[config.mk]
export PLATFORM = sky130hd
export DESIGN_NAME = in_deser_cell
export DESIGN_NICKNAME = d
export VERILOG_FILES = /design/src/rtl/in_deser_cell.sv
export SDC_FILE = /design/constraint.sdc
export NUM_CORES = 1
export LEC_CHECK = 0
export CAP_MARGIN = 15
export CORE_MARGIN = 8
export CORE_UTILIZATION = 50
export CTS_CLUSTER_SIZE = 40
export DETAILED_ROUTE_END_ITERATION = 8
export PLACE_DENSITY = 0.75
export REMOVE_ABC_BUFFERS = 1
export SYNTH_ARGS = -nofsm -noshare
export SYNTH_HDL_FRONTEND = slang
export SYNTH_SLANG_ARGS = --single-unit
export TNS_END_PERCENT = 5
[constraint.sdc]
create_clock -name IQC -period 2.95 [get_ports IQC]
set_input_delay 0.59 -clock IQC [delete_from_list [all_inputs] [get_ports IQC]]
set_output_delay 0.59 -clock IQC [all_outputs]
set_load 0.05 [all_outputs]
[src/rtl/in_deser_cell.sv]
// Serial-to-parallel input deserializer with framed word assembly,
// a single-entry output holding register and sticky overflow/sync flags.
module in_deser_cell #(
   parameter int WIDTH     = 8,
   parameter int MSB_FIRST = 0
) (
   input  logic             IQC,
   input  logic             QRT,
   input  logic             IQZ,
   input  logic             EN,
   input  logic             FRAME,
   input  logic             DREADY,
   input  logic             ERR_CLR,
   output logic [WIDTH-1:0] DOUT,
   output logic             DVALID,
   output logic             OVF,
   output logic             SYNC_ERR
);

   localparam int CW = $clog2(WIDTH + 1);
   localparam logic [CW-1:0] LAST = CW'(WIDTH - 1);

   typedef enum logic {
      IDLE,
      SHIFT
   } state_t;

   state_t           state;
   state_t           state_nxt;
   logic [CW-1:0]    cnt;
   logic [CW-1:0]    cnt_nxt;
   logic [CW-1:0]    pos;
   logic [CW-1:0]    idx;
   logic [WIDTH-1:0] sreg;
   logic [WIDTH-1:0] word;
   logic             start;
   logic             step;
   logic             done;
   logic             sync_set;
   logic             ovf_set;
   logic             load;

   always_ff @(posedge IQC) begin
      if (QRT) state <= IDLE;
      else     state <= state_nxt;
   end

   always_comb begin
      state_nxt = state;
      cnt_nxt   = cnt;
      start     = EN & FRAME;
      step      = EN & ~FRAME & (state == SHIFT);
      sync_set  = start & (state == SHIFT);
      done      = step & (cnt == LAST);
      pos       = start ? '0 : cnt;
      idx       = (MSB_FIRST != 0) ? LAST - pos : pos;
      // A start bit always begins from a clean word so no partial data leaks
      word      = start ? '0 : sreg;
      for (int i = 0; i < WIDTH; i++) begin
         if (idx == CW'(i)) word[i] = IQZ;
      end
      if (start) begin
         state_nxt = SHIFT;
         cnt_nxt   = CW'(1);
      end else if (done) begin
         state_nxt = IDLE;
         cnt_nxt   = '0;
      end else if (step) begin
         cnt_nxt   = cnt + CW'(1);
      end
      load    = done & (~DVALID | DREADY);
      ovf_set = done & DVALID & ~DREADY;
   end

   always_ff @(posedge IQC) begin
      if (QRT) begin
         cnt      <= '0;
         sreg     <= '0;
         DOUT     <= '0;
         DVALID   <= 1'b0;
         OVF      <= 1'b0;
         SYNC_ERR <= 1'b0;
      end else begin
         cnt <= cnt_nxt;
         if (start | step) sreg <= word;
         if (load) begin
            DOUT   <= word;
            DVALID <= 1'b1;
         end else if (DVALID & DREADY) begin
            DVALID <= 1'b0;
         end
         OVF      <= ovf_set | (OVF & ~ERR_CLR);
         SYNC_ERR <= sync_set | (SYNC_ERR & ~ERR_CLR);
      end
   end

endmodule

==> impl_metrics.ini <==
[timing]
hold_slack_ps = 498
fin_crit_sh_pct = 70.7
tns_ps = 0
fmax_ghz = 0.480
fin_crit_ps = 2080
tightestPinTransition_ps = 816
hold_violations = 0
rsz0062_at_grt = false
skew_ps = 2.16
setup_ws_ps = 866
setup_violations = 0
finalMaxSlewViolations = 0
slew_headroom_pct = 45.4

[critical_path]
r2r-end = DOUT[3]
cpMaxStageDelayCell = clkdlybuf4s50_1
worstPathArrival_ps = 2270
path_max_fanout = 13
critPathLaunchType = primary input
crit_type = primary input to flop
ff2ff_path_depth = 5
critPathMaxStageDelay_ps = 550
crit_chain = clkdlybuf4s50_1 > and3b_1 > nand3_1 > nor2_1 > nor3_1
critPathRequiredTime_ps = 3130
cp-end-kind = flop
reg2reg_setup_slack_ps = 1230
reg2reg_from = cnt[0]

[power]
seqPwrFrac_pct = 61.2
p_switching_uw = 123
max-vdd-ir-drop_v = 0.000354
share_comb_of_total_power_pct = 7.6
powerDensity_nw_per_um2 = 408
leakage_uw = 0.000493
clock_power_share_pct = 31.2
swShare_pct = 22.5
p_int_uw = 423

[clocking]
cts_tree = built
ctsHoldBuffers = 0
cts.clk_slew.worst_paths_ps = 120
ctsResizeCount = 0
htree_levels = 1
cts_sinks = 24
cts_root_buffer = clkbuf_4
postCtsSetupBuffers = 0
clk_path_buf_depth = 2
cts_buffers = 3
clk_latency_ps = 310

[finish]
drive_above_1_share_pct = 15.2
final_util_pct = 61.1
area_growth_pct = 15.7
fin_nets = 147
final_common_cell = dfxtp_1
fin_cells = 166
mostFrequentLayoutCells = dfxtp_1, nor2_1, clkdlybuf4s50_1
num_antenna_cells = 0

[drt]
ant_nets = 0
drt_iter0_markers = 33
drt-pass1-iter-count = 4
vias_per_cell = 5.83
wl_per_cell_um = 14.3
drt_wl_total_um = 2370
via_count = 968
drc = 0

[logic_synthesis]
syn_inst = 127
syn_area_um2 = 1160
synth_flop_cell = dfxtp_1
async_flop_share_pct = 0
yosysUniqueCellTypes = 33
syn_avg_cell_area_um2 = 9.10
yosysSeqAreaShare_pct = 41.6
yosysWarnings = 0
synth_edf_count = 0
ys_ff_latch = 24

[place]
dp_slack_ps = 560
dp.final_hpwl_um = 1700
gp_congestion = 0.802
port_buffers = 17
dp_cells = 162

[die]
start_util_pct = 52.8
coreArea_um2 = 2190
dieArea_um2 = 4110
row_count = 17
io_pins = 18
die_w_um = 64.1
die_h_um = 64.1

[grt]
grt_pass1_wl_um = 4040
grt_util_all_layers_pct = 11.9
grt_start_max_net_pins = 25
antenna_found_initial = 0
grt-ovfl-total = 0
grt_pass1_vias = 912

[hold_path]
holdCritStartpoint = SYNC_ERR
whs_path_depth = 2
whs_endpoint = SYNC_ERR
hold_path_class = flop to flop

[flow_run]
drv_cap = 0

[status]
outcome = complete, no violations
power groups by stage:
stage / combinational, uW / clock [uW] / sequential (uW)
after detailed placement: 41.0 / 0 / 341
after global routing: 44.9 / 188 / 335
after global placement: 40.0 / 0 / 341
after floorplan: 18.3 / 0 / 341
final: 41.4 / 170 / 334
after CTS: 41.6 / 177 / 334
layer usage:
layer	vias up	wire length, um	track usage (%)
met1	467	1030	13.3
met2	21	1180	20.1
met4	0	16	3.90
met5	-	0	0
met3	3	137	4.70
li1	477	-	-
synthesized netlist by cell type, types with 2 or more instances:
library cell	n	area (um^2)
a21oi_1	6	30.0
a22oi_1	8	60.1
and3b_1	2	17.5
and4bb_2	3	37.5
buf_2	6	30.0
buf_6	2	22.5
clkbuf_1	2	7.51
dfxtp_1	24	480
mux2_2	7	78.8
nand2_1	5	18.8
nand2b_1	2	12.5
nand3_1	2	10.0
nor2_1	23	86.3
nor2b_1	3	18.8
nor3_1	12	60.1
nor4b_2	3	45.0
worst max path at each step:
stage	startpoint	slack, ps	endpoint	depth (start not counted)
after floorplan	FRAME	1340	sreg[0]	3
after global placement	FRAME	590	DOUT[3]	5
after detailed placement	EN	560	DOUT[2]	5
after CTS	DOUT[6]	850	DOUT[6]	1
after global routing	EN	720	DOUT[2]	5
final	FRAME	870	DOUT[2]	5
cell families after synthesis:
| group | share of synthesized area, % |
|---|---|
| simple gates | 31.6 |
| flops | 41.6 |
| compound gates | 12.8 |
| buf+inv | 6.17 |
| mux | 6.82 |
| fa+ha+maj | 1.08 |
state kept, by name (all words and copies together) (netlist names):
register  flops
DVALID        1
state         1
sreg          8
DOUT          8
SYNC_ERR      1
OVF           1
cnt           4
through the flow:
step	total power, uW	instance area [um^2]
4_1_cts	552	1340
3_3_place_gp	381	1300
6_report	545	1340
2_1_floorplan	359	1090
3_5_place_dp	382	1300
5_1_grt	567	1340
critical path, delay by kind of cell:
family                 cells  cell delay [ps]
buffers and inverters      1              550
and+or+nand+nor            4             1120
layout make-up:
class,count,area (um^2)
inverters,1,3.75
fillers,199,853
repair buffers,18,178
clock buffers,4,36.3
multi-input cells,91,604
flip-flops and latches,24,480
well taps,28,35.0
Power figures use the tool's default switching activity.
